===== src/rtl/mod_addsub_serial.sv =====
// -----------------------------------------------------------------------------
// mod_addsub_serial
//
// Limb-serial modular adder/subtractor for the field ALU. It computes
// (opa + opb) mod p or (opa - opb) mod p. The modulus is chosen per operation:
// the Curve25519 prime 2^255-19 when fld_25519=1, or MOD_ALT (P-256 by
// default) when fld_25519=0. One LIMB-wide adder is shared by two passes of
// L = N/LIMB cycles each, and limbs are processed LSB first:
//   P1 : s = a +/- b                 (the final carry/borrow is kept in c1)
//   P2 : t = s - p (add), s + p (sub) (the carry of the sub pass is dropped)
// The correction choice between s and t is made as the last P2 limb retires,
// so res and done change on the same edge.
//
// Parameters:
//   N       operand/result width; N % LIMB must be 0 and N >= 256
//   LIMB    limb width handled per cycle
//   MOD_ALT modulus used when fld_25519 = 0 (zero-extended to N)
//
// Ports:
//   clk        clock, all state changes on the rising edge
//   rst        asynchronous active-low reset
//   run        start request, accepted only in IDLE
//   op_sub     0 = add, 1 = subtract (latched on accept)
//   fld_25519  1 = 2^255-19, 0 = MOD_ALT (latched on accept)
//   opa, opb   operands (latched on accept)
//   res        registered result, held until the next good completion
//   busy       high from the cycle after accept through the FIN cycle
//   done       one-cycle completion pulse, coincides with FIN
//   bad_op     an operand was >= p for the last accepted operation
//
// Timing, with T the accepting edge: CHK in cycle T+1, P1 in T+2..T+L+1,
// P2 in T+L+2..T+2L+1, and FIN/done in T+2L+2. A bad operand skips both
// passes, so done comes in T+2.
// -----------------------------------------------------------------------------
module mod_addsub_serial #(
   parameter int          N       = 256,
   parameter int          LIMB    = 64,
   parameter logic [N-1:0] MOD_ALT =
      N'(256'hFFFFFFFF_00000001_00000000_00000000_00000000_FFFFFFFF_FFFFFFFF_FFFFFFFF)
) (
   input  logic         clk,
   input  logic         rst,
   input  logic         run,
   input  logic         op_sub,
   input  logic         fld_25519,
   input  logic [N-1:0] opa,
   input  logic [N-1:0] opb,
   output logic [N-1:0] res,
   output logic         busy,
   output logic         done,
   output logic         bad_op
);

   localparam int L  = N / LIMB;
   localparam int CW = (L > 1) ? $clog2(L) : 1;
   localparam logic [CW-1:0] LAST_LIMB = CW'(L - 1);

   // 2^255 - 19, zero-extended to the datapath width.
   localparam logic [N-1:0] P_25519 =
      N'(256'h7FFFFFFF_FFFFFFFF_FFFFFFFF_FFFFFFFF_FFFFFFFF_FFFFFFFF_FFFFFFFF_FFFFFFED);

   typedef enum logic [2:0] {
      S_IDLE,
      S_CHK,
      S_P1,
      S_P2,
      S_FIN
   } state_t;

   state_t         state;
   logic [N-1:0]   a_q;      // operand A, shifted down one limb per P1 cycle
   logic [N-1:0]   b_q;      // operand B, shifted down one limb per P1 cycle
   logic [N-1:0]   p_q;      // selected modulus, rotated one limb per P2 cycle
   logic [N-1:0]   s_q;      // first-pass result, rotated during P2
   logic [N-1:0]   t_q;      // second-pass result, assembled during P2
   logic           sub_q;
   logic           carry_q;  // limb-to-limb carry of the running pass
   logic           c1_q;     // true carry (add) or borrow (sub) out of P1
   logic [CW-1:0]  cnt_q;

   logic [LIMB-1:0] in_x;
   logic [LIMB-1:0] in_y;
   logic            inv_y;
   logic [LIMB:0]   limb_sum;
   logic            last_limb;
   logic            take_t;
   logic            op_bad;

   // Insert a limb at the top of a word, dropping its low limb. The
   // concatenate-then-slice form stays legal when N == LIMB.
   function automatic logic [N-1:0] shift_in(input logic [N-1:0]    v,
                                             input logic [LIMB-1:0] l);
      logic [N+LIMB-1:0] w;
      w = {l, v};
      return w[N+LIMB-1:LIMB];
   endfunction

   // Shared limb adder. Subtraction is done as x + ~y + 1: the pass's
   // initial carry is set to the invert flag, so carry-out = 1 means
   // "no borrow".
   //   P1: x = a, y = b, inverted for subtract.
   //   P2: x = s, y = p, inverted for add (s - p), straight for sub (s + p).
   always_comb begin
      // NOTE: every signal assigned here gets a default first, so no path
      // leaves it unassigned and no latch is inferred.
      in_x  = s_q[LIMB-1:0];
      in_y  = p_q[LIMB-1:0];
      inv_y = ~sub_q;
      if (state == S_P1) begin
         in_x  = a_q[LIMB-1:0];
         in_y  = b_q[LIMB-1:0];
         inv_y = sub_q;
      end
      limb_sum = {1'b0, in_x} + {1'b0, in_y ^ {LIMB{inv_y}}} + {{LIMB{1'b0}}, carry_q};
   end

   assign last_limb = (cnt_q == LAST_LIMB);
   assign op_bad    = (a_q >= p_q) || (b_q >= p_q);

   // Correction choice on the final P2 limb. For an add, "no borrow from
   // s - p" is the adder's carry-out; for a subtract only the P1 borrow
   // matters, because s + p wraps mod 2^N.
   assign take_t = c1_q | (~sub_q & limb_sum[LIMB]);

   always_ff @(posedge clk or negedge rst) begin
      if (!rst) begin
         // NOTE: the wide operand and pass registers are cleared along with
         // the control state, so an aborted operation leaves nothing behind.
         state   <= S_IDLE;
         a_q     <= '0;
         b_q     <= '0;
         p_q     <= '0;
         s_q     <= '0;
         t_q     <= '0;
         sub_q   <= 1'b0;
         carry_q <= 1'b0;
         c1_q    <= 1'b0;
         cnt_q   <= '0;
         res     <= '0;
         busy    <= 1'b0;
         done    <= 1'b0;
         bad_op  <= 1'b0;
      end else begin
         // NOTE: all state here uses non-blocking assignments, so every
         // right-hand side sees the values from before this edge.
         done <= 1'b0;
         case (state)
            S_IDLE: begin
               if (run) begin
                  a_q    <= opa;
                  b_q    <= opb;
                  sub_q  <= op_sub;
                  p_q    <= fld_25519 ? P_25519 : MOD_ALT;
                  bad_op <= 1'b0;
                  busy   <= 1'b1;
                  state  <= S_CHK;
               end
            end

            S_CHK: begin
               cnt_q   <= '0;
               carry_q <= sub_q;
               if (op_bad) begin
                  // Skip both passes; res keeps its previous value.
                  bad_op <= 1'b1;
                  done   <= 1'b1;
                  state  <= S_FIN;
               end else begin
                  state  <= S_P1;
               end
            end

            S_P1: begin
               a_q     <= shift_in(a_q, {LIMB{1'b0}});
               b_q     <= shift_in(b_q, {LIMB{1'b0}});
               s_q     <= shift_in(s_q, limb_sum[LIMB-1:0]);
               carry_q <= limb_sum[LIMB];
               cnt_q   <= cnt_q + 1'b1;
               if (last_limb) begin
                  // Store a true borrow for subtract (carry-out inverted).
                  c1_q    <= sub_q ? ~limb_sum[LIMB] : limb_sum[LIMB];
                  carry_q <= ~sub_q;
                  cnt_q   <= '0;
                  state   <= S_P2;
               end
            end

            S_P2: begin
               // s and p are rotated, not shifted: after L cycles they are back
               // in their original alignment, so s is still whole for the
               // final choice.
               s_q     <= shift_in(s_q, s_q[LIMB-1:0]);
               p_q     <= shift_in(p_q, p_q[LIMB-1:0]);
               t_q     <= shift_in(t_q, limb_sum[LIMB-1:0]);
               carry_q <= limb_sum[LIMB];
               cnt_q   <= cnt_q + 1'b1;
               if (last_limb) begin
                  res   <= take_t ? shift_in(t_q, limb_sum[LIMB-1:0])
                                  : shift_in(s_q, s_q[LIMB-1:0]);
                  done  <= 1'b1;
                  cnt_q <= '0;
                  state <= S_FIN;
               end
            end

            S_FIN: begin
               busy  <= 1'b0;
               state <= S_IDLE;
            end

            default: begin
               busy  <= 1'b0;
               state <= S_IDLE;
            end
         endcase
      end
   end

endmodule


===== config.mk =====
export PLATFORM = sky130hd
export DESIGN_NAME = mod_addsub_serial
export DESIGN_NICKNAME = d
export VERILOG_FILES = /design/src/rtl/mod_addsub_serial.sv
export SDC_FILE = /design/constraint.sdc
export NUM_CORES = 2
export LEC_CHECK = 0
export BUFFER_PORTS_ARGS = -buffer_cell sky130_fd_sc_hd__buf_2
export CORE_UTILIZATION = 35
export CTS_CLUSTER_DIAMETER = 120
export DETAILED_ROUTE_END_ITERATION = 16
export SYNTH_ARGS = -nofsm -noshare
export SYNTH_HDL_FRONTEND = slang
export SYNTH_SLANG_ARGS = --single-unit

===== constraint.sdc =====
create_clock -name clk -period 8.66 [get_ports clk]
set_input_delay 1.732 -clock clk [delete_from_list [all_inputs] [get_ports clk]]
set_output_delay 1.732 -clock clk [all_outputs]
set_load 0.03 [all_outputs]

==> metrics.txt <==
most used cell, CP=nand2_1; Worst R2R Start=state[2]$_DFFE_PN0P_; insertion delay to the later sink of the worst-skew pair=0.84 ns; routed wire length=306 mm; post-cts sizing count=0; Hold Vio Cnt, Final=0; Hold Crit Start=t_q[127]$_DFFE_PN0P_; Placer Congestion=between 0.9 and 1; Sink Count=1483; Crit. End Element=flip-flop; Initial Util=35.2%; die width=475 um; area delta synth->final=15.8%; DRC=0; first-pass GRT wire length=447 mm; DPL Wire Length=228 mm; CTS clock-pin slew for the worst setup and hold paths=0.06 ns; worst-case reg-to-reg path depth=20; Syn Area/Cell=8.43 um^2; First-pass DRT Iterations=7; asr flop ratio synth=100%; worst slew pin tran=1.16 ns; multi-input gate area in the final layout=~38000 um^2; CP max FO=154; Hold Path Stages=2; core outline area=222000 um^2; Setup Buffers After CTS=0; CTS tree=done; synthesized net count=between 10000 and 15000; Crit path depth=20; hold buffers post-CTS=0; Largest stage delay, worst path=a little under 0.9 ns; I/O pin cnt=776; DR iter-0 viols=approximately 7600; synth unique cells=72; Vias/cell=about 5.5; clk_skew=0.0349 ns; sequential fraction of the synthesis area=approximately 47%; critical path type=flip-flop to flip-flop; crit path time final=8.05 ns; wire per inst=around 24 um; GRT Total Usage=26.6%; status=finished clean; Warnings, synthesis=0; die height=475 um; # port buffers=775; R2R setup slack=0.61 ns; Final Max Tran Viols=0; initial antenna violation count=38; remaining global-route overflow=0; TritonCTS Buffers=between 150 and 200; worst hold path type=flip-flop to flip-flop; synthesized cell area=78200 um^2; Mapped Cells=9275; CP max stage cell=or2_4; largest net degree at the start of global routing=206; critical-path cell list=nor2b_4 > nand2b_4 > buf_12 > mux2_2 > ha_1 > nand4_1 > nor4_1 > o21ai_1 > o221ai_1 > nand2_1 > o41ai_1 > a221oi_1 > nor3_1 > o21ai_1 > nand2_1 > ha_1 > or2_4 > buf_12 > nand2_1 > a31oi_1; fill count=22500; vias=70300; #FFs+latches synth=1483; CTS root buf=clkbuf_16; Critical Path RT=9.39 ns; Layout Nets=10800; vias in the first global route=approximately 66000; Min-Delay Endpoint=t_q[127]$_DFFE_PN0P_; post-route ant nets=0; die area=225000 um^2; delay-heaviest family, CP=simple AND/OR/NAND/NOR gates; top cell type's share of synthesized area=47.4%; MaxCap Viol Count=0; ranking of synthesized cells by area=dfrtp_1 (47%), nand2_1 (13%), ha_1 (9.2%); share of cells above drive strength 1=12.4%; CP startpoint kind=flip-flop; Worst Path Arrival=roughly 9 ns; setup tns final=0 ns; Clock Tree Buf Depth=3; prevailing post-synth register cell=dfrtp_1; Synth area leader=dfrtp_1; RSZ-0062 raised after global routing=no; H-Tree Level Count=4; CP bufs+invs=2; number of synthesized flops with an enable pin=0; count of final setup violators=0; RR Endpoint=res[84]$_DFFE_PN0P_; Max-Slew Margin vs Limit=22.6%; final worst-path cycle share=between 90% and 100%; f_max=124 MHz; Reg area=37100 um^2; row count=between 150 and 200
[cells in the mapped netlist, types with 6 or more instances]
library cell / number
nand2_1: 2713
dfrtp_1: 1483
nor2_1: 824
a31oi_1: 594
ha_1: 577
clkbuf_1: 572
a21oi_1: 555
o21ai_0: 387
inv_1: 280
nand3_1: 207
a211oi_1: 158
o21ai_1: 144
nand4_1: 106
xnor2_1: 100
a21o_1: 99
mux2_2: 63
nor3_1: 40
and3_1: 38
nor4_1: 25
o211ai_1: 25
buf_1: 24
xor2_1: 24
o21bai_1: 23
o21a_1: 22
mux2i_1: 19
a221oi_1: 16
and4_1: 15
nor2b_1: 11
o31ai_1: 11
nand2b_1: 10
a2111oi_0: 8
and2_1: 8
or3_1: 8
or4_1: 6
[worst max-delay path by stage]
stage                               from                   end  slack [ns]
floorplan           state[1]$_DFFE_PN0P_  res[180]$_DFFE_PN0P_        2.49
global placement    state[2]$_DFFE_PN0P_   res[16]$_DFFE_PN0P_        0.97
detailed placement  state[2]$_DFFE_PN0P_   res[84]$_DFFE_PN0P_        0.82
CTS                 state[2]$_DFFE_PN0P_   res[84]$_DFFE_PN0P_        0.78
global route        state[2]$_DFFE_PN0P_  res[133]$_DFFE_PN0P_        0.14
finish              state[2]$_DFFE_PN0P_   res[84]$_DFFE_PN0P_        0.61
[sequential cells by signal, indices dropped and copies added (netlist names)]
name,flops
b_q,256
carry_q,1
res,256
busy,1
a_q,256
c1_q,1
sub_q,1
done,1
state,3
t_q,192
cnt_q,2
s_q,256
p_q,256
bad_op,1
[cell usage in the layout, fill, tap and decap left out, drive strengths merged, types with 6 or more instances in the layout]
master	synthesis	routed
a21oi	555	555
o31ai	12	12
a221oi	16	16
or4	6	6
and4	15	15
a21o	99	99
xor2	24	24
xnor2	100	100
a21boi	8	8
bufinv	0	19
nand2	2713	2713
a2111oi	8	8
a31oi	594	594
mux2	63	63
clkbuf	572	245
nor2b	11	11
ha	577	577
o21bai	24	24
nand2b	10	10
mux2i	19	19
nand4	106	106
and3	38	38
diode	0	23
nor2	824	824
and2	8	8
nor3	41	41
inv	281	295
nand3	207	207
o21a	22	22
clkinv	1	33
buf	24	845
or3	8	8
o211ai	26	26
nor4	25	25
a211oi	159	159
dfrtp	1483	1483
o21ai	531	531
[per-layer routing]
metal  share of wire [%]  vias to the layer above  wire length (um)  GRT usage [%]
met5               0.026                        -                80              0
met4                 4.7                       12             14500           12.0
met3                 7.0                      440             21500           4.12
met2                  40                     2903            123000           36.4
met1                  48                    34300            147000           40.6
li1                    -                    32600                 -              -
[through the flow]
step	setup slack (ns)	util (%)	hold slack, ns	std cells	cell area [um^2]
floorplan	2.49	-	0.446	9275	78200
global placement	0.965	38.0	0.457	12500	84500
detailed placement	0.818	38.0	0.462	12500	84500
CTS	0.780	40.8	0.477	12800	90500
global route	0.139	40.8	0.488	12800	90500
finish	0.605	40.8	0.472	12800	90600
[kinds of logic after synthesis]
logic type / synth area share (%)
xor gates and xnor gates: 1.39
DFF: 47.4
AOI/OAI and AO/OA: 16.0
and+or+nand+nor: 20.5
adders and majority gates: 9.28
muxes: 1.15
buffers and inverters: 4.21
[worst min-delay path, stage by stage, from the launching register on]
cell and delay, ns:
dfrtp_1 0.34, nand2_1 0.05, nand2_1 0.05
[cell type report]
type / count / share of cell area [%]
Antenna cell: 23 / 0.0636
Clock buffer: 245 / 5.59
Clock inverter: 69 / 1.06
Inverter: 282 / 1.17
Multi-Input combinational cell: 6914 / 41.8
Sequential cell: 1483 / 41.0
Tap cell: 2975 / 4.11
Timing Repair Buffer: 845 / 5.18
Power is not shown: default switching activity piles up to over one toggle a cycle in this logic, so the estimate is an artifact.
